===== src/rtl/alu_writeback_seq.sv =====
// alu_writeback_seq: debounced push-button sequencer issuing one ALU op and one bank write per press
module alu_writeback_seq #(
  parameter int DEBOUNCE_CYCLES = 4
) (
  input  logic       clk,
  input  logic       rst,
  input  logic       exec_btn,
  input  logic [1:0] op,
  input  logic [1:0] dest,
  input  logic [3:0] rs1,
  input  logic [3:0] rs2,
  output logic       RegWrite,
  output logic [1:0] Write_register,
  output logic [3:0] ALU_data,
  output logic       carry,
  output logic       zero,
  output logic       busy
);
  localparam int CW = $clog2(DEBOUNCE_CYCLES + 1);
  typedef enum logic [1:0] {IDLE, EXEC, WRITE, RELEASE} state_t;
  state_t        state_q, state_d;
  logic [1:0]    sync_q, sync_d;
  logic          deb_q, deb_d, deb_prev_q;
  logic [CW-1:0] cnt_q, cnt_d, cnt_inc;
  logic          flip, press, start, exec;
  logic [1:0]    op_q, op_d, dest_q, dest_d;
  logic [3:0]    a_q, a_d, b_q, b_d, alu_q, alu_d;
  logic          carry_q, carry_d, zero_q, zero_d;
  logic [4:0]    sum, diff, res;
  always_comb begin
    sync_d  = {sync_q[0], exec_btn};
    cnt_inc = cnt_q + CW'(1);
    flip    = (sync_q[1] != deb_q) && (cnt_inc == CW'(DEBOUNCE_CYCLES));
    cnt_d   = (sync_q[1] == deb_q || flip) ? '0 : cnt_inc;
    deb_d   = deb_q ^ flip;
    press   = deb_q & ~deb_prev_q;
    start   = (state_q == IDLE) && press;
    exec    = (state_q == EXEC);
    op_d    = start ? op : op_q;
    dest_d  = start ? dest : dest_q;
    a_d     = start ? rs1 : a_q;
    b_d     = start ? rs2 : b_q;
    sum     = {1'b0, a_q} + {1'b0, b_q};
    diff    = {1'b0, a_q} - {1'b0, b_q};
    // bit 4 of res is the carry flag; for SUB it is the inverted borrow
    res     = (op_q == 2'd0) ? sum :
              (op_q == 2'd1) ? {~diff[4], diff[3:0]} :
              (op_q == 2'd2) ? {1'b0, a_q & b_q} : {1'b0, a_q | b_q};
    alu_d   = exec ? res[3:0] : alu_q;
    carry_d = exec ? res[4] : carry_q;
    zero_d  = exec ? (res[3:0] == 4'd0) : zero_q;
    state_d = (state_q == IDLE) ? (press ? EXEC : IDLE) :
              (state_q == EXEC) ? WRITE : (deb_q ? RELEASE : IDLE);
  end
  always_ff @(posedge clk) begin
    if (rst) begin
      state_q    <= IDLE;
      sync_q     <= '0;
      deb_q      <= 1'b0;
      deb_prev_q <= 1'b0;
      cnt_q      <= '0;
      op_q       <= '0;
      dest_q     <= '0;
      a_q        <= '0;
      b_q        <= '0;
      alu_q      <= '0;
      carry_q    <= 1'b0;
      zero_q     <= 1'b0;
    end else begin
      state_q    <= state_d;
      sync_q     <= sync_d;
      deb_q      <= deb_d;
      deb_prev_q <= deb_q;
      cnt_q      <= cnt_d;
      op_q       <= op_d;
      dest_q     <= dest_d;
      a_q        <= a_d;
      b_q        <= b_d;
      alu_q      <= alu_d;
      carry_q    <= carry_d;
      zero_q     <= zero_d;
    end
  end
  assign RegWrite       = (state_q == WRITE);
  assign busy           = (state_q != IDLE);
  assign Write_register = dest_q;
  assign ALU_data       = alu_q;
  assign carry          = carry_q;
  assign zero           = zero_q;
endmodule

===== config.mk =====
export PLATFORM = sky130hd
export DESIGN_NAME = alu_writeback_seq
export DESIGN_NICKNAME = d
export VERILOG_FILES = /design/src/rtl/alu_writeback_seq.sv
export SDC_FILE = /design/constraint.sdc
export NUM_CORES = 1
export LEC_CHECK = 0
export ABC_AREA = 1
export CORE_ASPECT_RATIO = 1.4
export CORE_UTILIZATION = 35
export DETAILED_ROUTE_END_ITERATION = 10
export HOLD_SLACK_MARGIN = 0.12
export PLACE_DENSITY = 0.67
export SLEW_MARGIN = 20
export SYNTH_ARGS = -nofsm -noshare
export SYNTH_HDL_FRONTEND = slang
export SYNTH_SLANG_ARGS = --single-unit

===== constraint.sdc =====
create_clock -name clk -period 1.9 [get_ports clk]
set_input_delay 0.38 -clock clk [delete_from_list [all_inputs] [get_ports clk]]
set_output_delay 0.38 -clock clk [all_outputs]
set_load 0.005 [all_outputs]

* Word level (Yosys, flattened, before mapping)
Cells that the tools add are included.
** Word-level totals
- Bits in registers :: 27
- Bits of input ports :: 15
- Logic and storage cells :: 43
- Output and inout bits :: 10
** Cells by class
- Reduce and logical (&&, ||, !) cells :: 8
- Bitwise logic cells :: 6
- Mux-type cells :: 7
- Equal/unequal tests :: 7
- Add/subtract/negate cells :: 3
** Operator list (count)
- 2-to-1 mux 5 bit :: 2
- 2-to-1 mux 2 bit :: 3
- adder 4 x 4 -> 5 bit :: 1
- subtractor 4 x 4 -> 5 bit :: 1
- bitwise AND 4 bit :: 1
- equality test 2 x 1 -> 1 bit (second input constant) :: 2
- equality test 2 bit (second input constant) :: 2
- logical NOT 2 bit :: 2
- logical NOT 4 bit :: 1
- 2-to-1 mux 4 bit :: 1
- OR 4 bit :: 1
- adder 3 x 1 -> 3 bit (second input constant) :: 1
- equality test 3 bit (second input constant) :: 1
- logical AND 1 bit :: 2
- inverter 1 bit :: 2
- nonzero test 2 bit :: 1
- OR reduction 2 bit :: 1
- bitwise AND 1 bit :: 1
- equality test 1 bit :: 1
- logical OR 1 bit :: 1
- 2-to-1 mux 1 bit :: 1
- != test 1 bit :: 1
- XOR 1 bit :: 1

* Depth between registers and ports, before layout
- Word-level depth :: 5
- Gate-level depth with buffers :: 12

* Worst setup path after synthesis
OpenSTA, ideal clock, no wires.
- Path kind :: reg-to-reg
- Start :: register a_q[0]
- End :: register zero_q (netlist: zero)
- Stages on the path, launching flop included :: 12
- Slack :: 0.243 ns
- Data required time :: 1.834 ns
- Path buffers :: 0
- Arrival time :: 1.591 ns
- Library setup time :: 0.066 ns
- Path through :: dfxtp_1 inv_1 ha_1 fa_1 a21oi_1 nor2_2 nand2_1 nand2_1 nand2_1 nor2_1 nand2_1 a21oi_2
** Between the ends
- Word-level cells in the longest chain between the ends :: 5
- Elaborated cells on any way between the ends :: 8
- Those cells by class :: add/sub (2); mux (3); bitwise (2); reduce/logical (1)
** Ends and longest elaborated chain
- from (decl) :: RTL line 27 : logic [3:0] a_q, a_d, b_q, b_d, alu_q, alu_d;
- from (signal assigned) :: RTL line 64 : a_q <= '0;
- from (signal assigned) :: RTL line 77 : a_q <= a_d;
- branches (longest 3 deep; another with subtractor 4 x 4 -> 5 bit)
- 2-to-1 mux 5 bit (*) :: RTL line 46 : res = (op_q == 2'd0) ? sum :
- logical NOT 4 bit (*) :: RTL line 51 : zero_d = exec ? (res[3:0] == 4'd0) : zero_q;
- to (signal assigned) :: RTL line 81 : zero_q <= zero_d;
- to (decl) :: RTL line 28 : logic carry_q, carry_d, zero_q, zero_d;
Every way passes the cells marked *.
A chain may end at the register's enable or synchronous reset.

* Final worst setup path
Ends and elaborated chain as after synthesis.

==> flow_summary.toml <==
[outcome]
status = "finished, final reports clean"

[sta]
final.setup.tns_ns = 0
period_share = 0.9352
period_needed_ns = 1.777
finalSetupViolations = 0
max_freq_ghz = 0.5628
max_slew_margin = 0.6811
hold_viol_final = 0
fin_skew_ns = 0.002549
maxSlewViolCount = 0
rsz0062_at_grt = "false"
worstMarginPinSlew_ns = 0.4778
fin_ws_ns = 0.1231

[clock_tree]
cts_tree = "done"
cts_made_buffers = 3
post_cts_buffers = 0
cts_buffer_depth = 2
htreeDepth = 1
clk_pin_slew_ns = 0.09
clk-insertion-delay-late_ns = 0.27
post_cts_resized = 0
cts_root_buffer = "clkbuf_8"
cts.sinks = 27
cts_hold_buf = 0

[floorplan]
core_area_um2 = 3919
die_w_um = 55.74
dieArea_um2 = 4305
num_rows = 27
die_h_um = 77.24
io-pin-count = 25
start_util = 0.3611

[setup_path]
slowest_stage = "fa_1"
start_kind = "register"
slowest_delay_ns = 0.49
crit_type = "register to register"
crit_chain = "inv_1 -> ha_2 -> fa_1 -> a21oi_1 -> nor2_2 -> nand2_1 -> nand2_1 -> nand2_1 -> nor2_1 -> nand2_1 -> a21oi_2"
worstPathRequired_ns = 2.12
reg2reg_slack_ns = 0.12
crit-reg2reg-launch = "a_q[0]"
r2r_end = "zero"
critPathArrivalTime_ns = 1.99
cp_max_fo = 3
reg2reg_depth = 11
path_common_cell = "nand2_1"
crit_path_end_kind = "register"

[placed_design]
port_buffers = 24
hpwl_um = 2209
place.gp.congestion = 0.8896
dpl_worst_slack_ns = 0.1071

[global_route]
grt_pass1_wl_um = 4823
grt_overflow_total = 0
grt_max_degree = 24
antenna_found_initial = 0
track_usage = 0.1397
grt_pass1_vias = 1202

[route]
drt_iter0_drc = 20
ant_nets = 0
vias = 1225
viasPerCell = 4.804
drc = 0
wl_per_cell_um = 11.08
wl_um = 2825
firstDrtPassIters = 4

[logic_synthesis]
synth_area_per_cell_um2 = 7.608
ys_ff_latch = 27
syn_inst = 186
synth_seq_area_share = 0.3820
syn_nets = 217
synthDistinctLibCells = 21
netlist_area_um2 = 1415
yosys_warnings = 0

[hold_path]
hp-start = "sync_q[0]"
whs_path_depth = 2
hold-path-endpoint = "sync_q[1]"
hold_class = "register to register"

[final_layout]
antenna_cells = 0
nNetsFinal = 244
regArea_um2 = 540.5
syn2layout_area_growth_pct = 22.99
fillerInstances = 407
multi_input_area_um2 = 728.2
final_layout_size_suffix_gt1_frac = 0.07547

[power_and_ir_drop]
power_density_nw_per_um2 = 542.2
static-leakage-power_nw = 0.7232
ir_worst_vdd_uv = 452.7

[flow_run]
drv_cap = 0
sequential cells by signal (all words and copies together) (netlist names), named ones only:
register	cells
zero	1
Write_register	2
carry	1
deb_prev_q	1
state_q	2
b_q	4
ALU_data	4
a_q	4
op_q	2
cnt_q	3
sync_q	2
power breakdown:
part           switching, mW  total (mW)  leakage (nW)  internal, mW
Sequential           0.00131       0.569         0.218         0.568
Clock                  0.181       0.328        0.0255         0.147
Combinational         0.0159      0.0467         0.480        0.0308
Yosys cell counts:
master	count	area, µm²
xor2_1	2	17.52
ha_1	14	175.2
buf_6	2	22.52
nand2_2	1	6.260
nor3_2	1	10.01
a21oi_2	1	8.760
inv_1	26	97.59
nor2_2	1	6.260
o21bai_1	1	7.510
a21oi_1	20	100.1
o21ai_1	8	40.04
nand2_1	25	93.84
buf_2	2	10.01
nand3b_1	2	15.01
dfxtp_1	27	540.5
inv_2	5	18.77
nor2_1	21	78.83
a31oi_1	1	6.260
fa_1	2	40.04
o21ai_0	16	80.08
nand3_1	8	40.04
metrics by stage:
step           hold slack, ns  power, mW  cell area (µm²)  instances    util
4_1_cts                0.4315     0.9519             1738        255  0.4435
3_5_place_dp           0.4165     0.6299             1692        251  0.4317
3_3_place_gp           0.4067     0.6294             1692        251  0.4317
2_1_floorplan          0.3883     0.5947             1415        186       -
5_1_grt                0.4552     0.9771             1740        255  0.4441
6_report               0.4262     0.9436             1740        255  0.4441
worst max path at each step:
stage	from	to	slack [ns]
6_report	a_q[0]	zero	0.12
5_1_grt	a_q[1]	zero	0.007
4_1_cts	a_q[0]	zero	0.1
3_5_place_dp	a_q[0]	zero	0.11
3_3_place_gp	a_q[0]	zero	0.15
2_1_floorplan	a_q[0]	zero	0.24
worst max-delay path: cells and delay by family (launching register included):
| family | cells | cell delay [ns] |
|---|---|---|
| adders and majority gates | 2 | 0.69 |
| DFF | 1 | 0.35 |
| AOI/OAI and AO/OA | 2 | 0.18 |
| buffers and inverters | 1 | 0.07 |
| and+or+nand+nor | 6 | 0.44 |
placed cells by master, fill, tap and decap left out, types with 2 or more instances in the layout:
master	netlist	layout
a21oi_1	20	20
buf_4	0	2
clkbuf_8	0	3
clkdlybuf4s50_1	0	24
dfxtp_1	27	27
fa_1	2	2
ha_1	14	13
inv_1	26	26
inv_2	5	5
nand2_1	25	25
nand3_1	8	8
nand3b_1	2	2
nor2_1	21	21
o21ai_0	16	16
o21ai_1	8	8
xor2_1	2	2
routing by layer:
layer  wire length (µm)  track usage
met5                  0            0
met4                 27      0.05250
met3                 72      0.01518
met2               1545       0.2795
met1               1179       0.1432
final cells by class:
cell class	count	share of cell area
Clock buffer	3	0.02372
Clock inverter	1	0.002876
Inverter	31	0.06686
Multi-Input combinational cell	124	0.4184
Sequential cell	27	0.3106
Tap cell	43	0.03091
Timing Repair Buffer	26	0.1467
cell families after synthesis:
kind of cell,after synthesis,synth area share
XOR/XNOR,2,0.01238
adder cells (fa/ha/maj),16,0.1521
AO/OA/AOI/OAI,47,0.1715
buffers and inverters,35,0.1052
AND/OR/NAND/NOR,59,0.1768
flip-flops,27,0.3820
No activity file was read; power rests on OpenSTA's default activity.
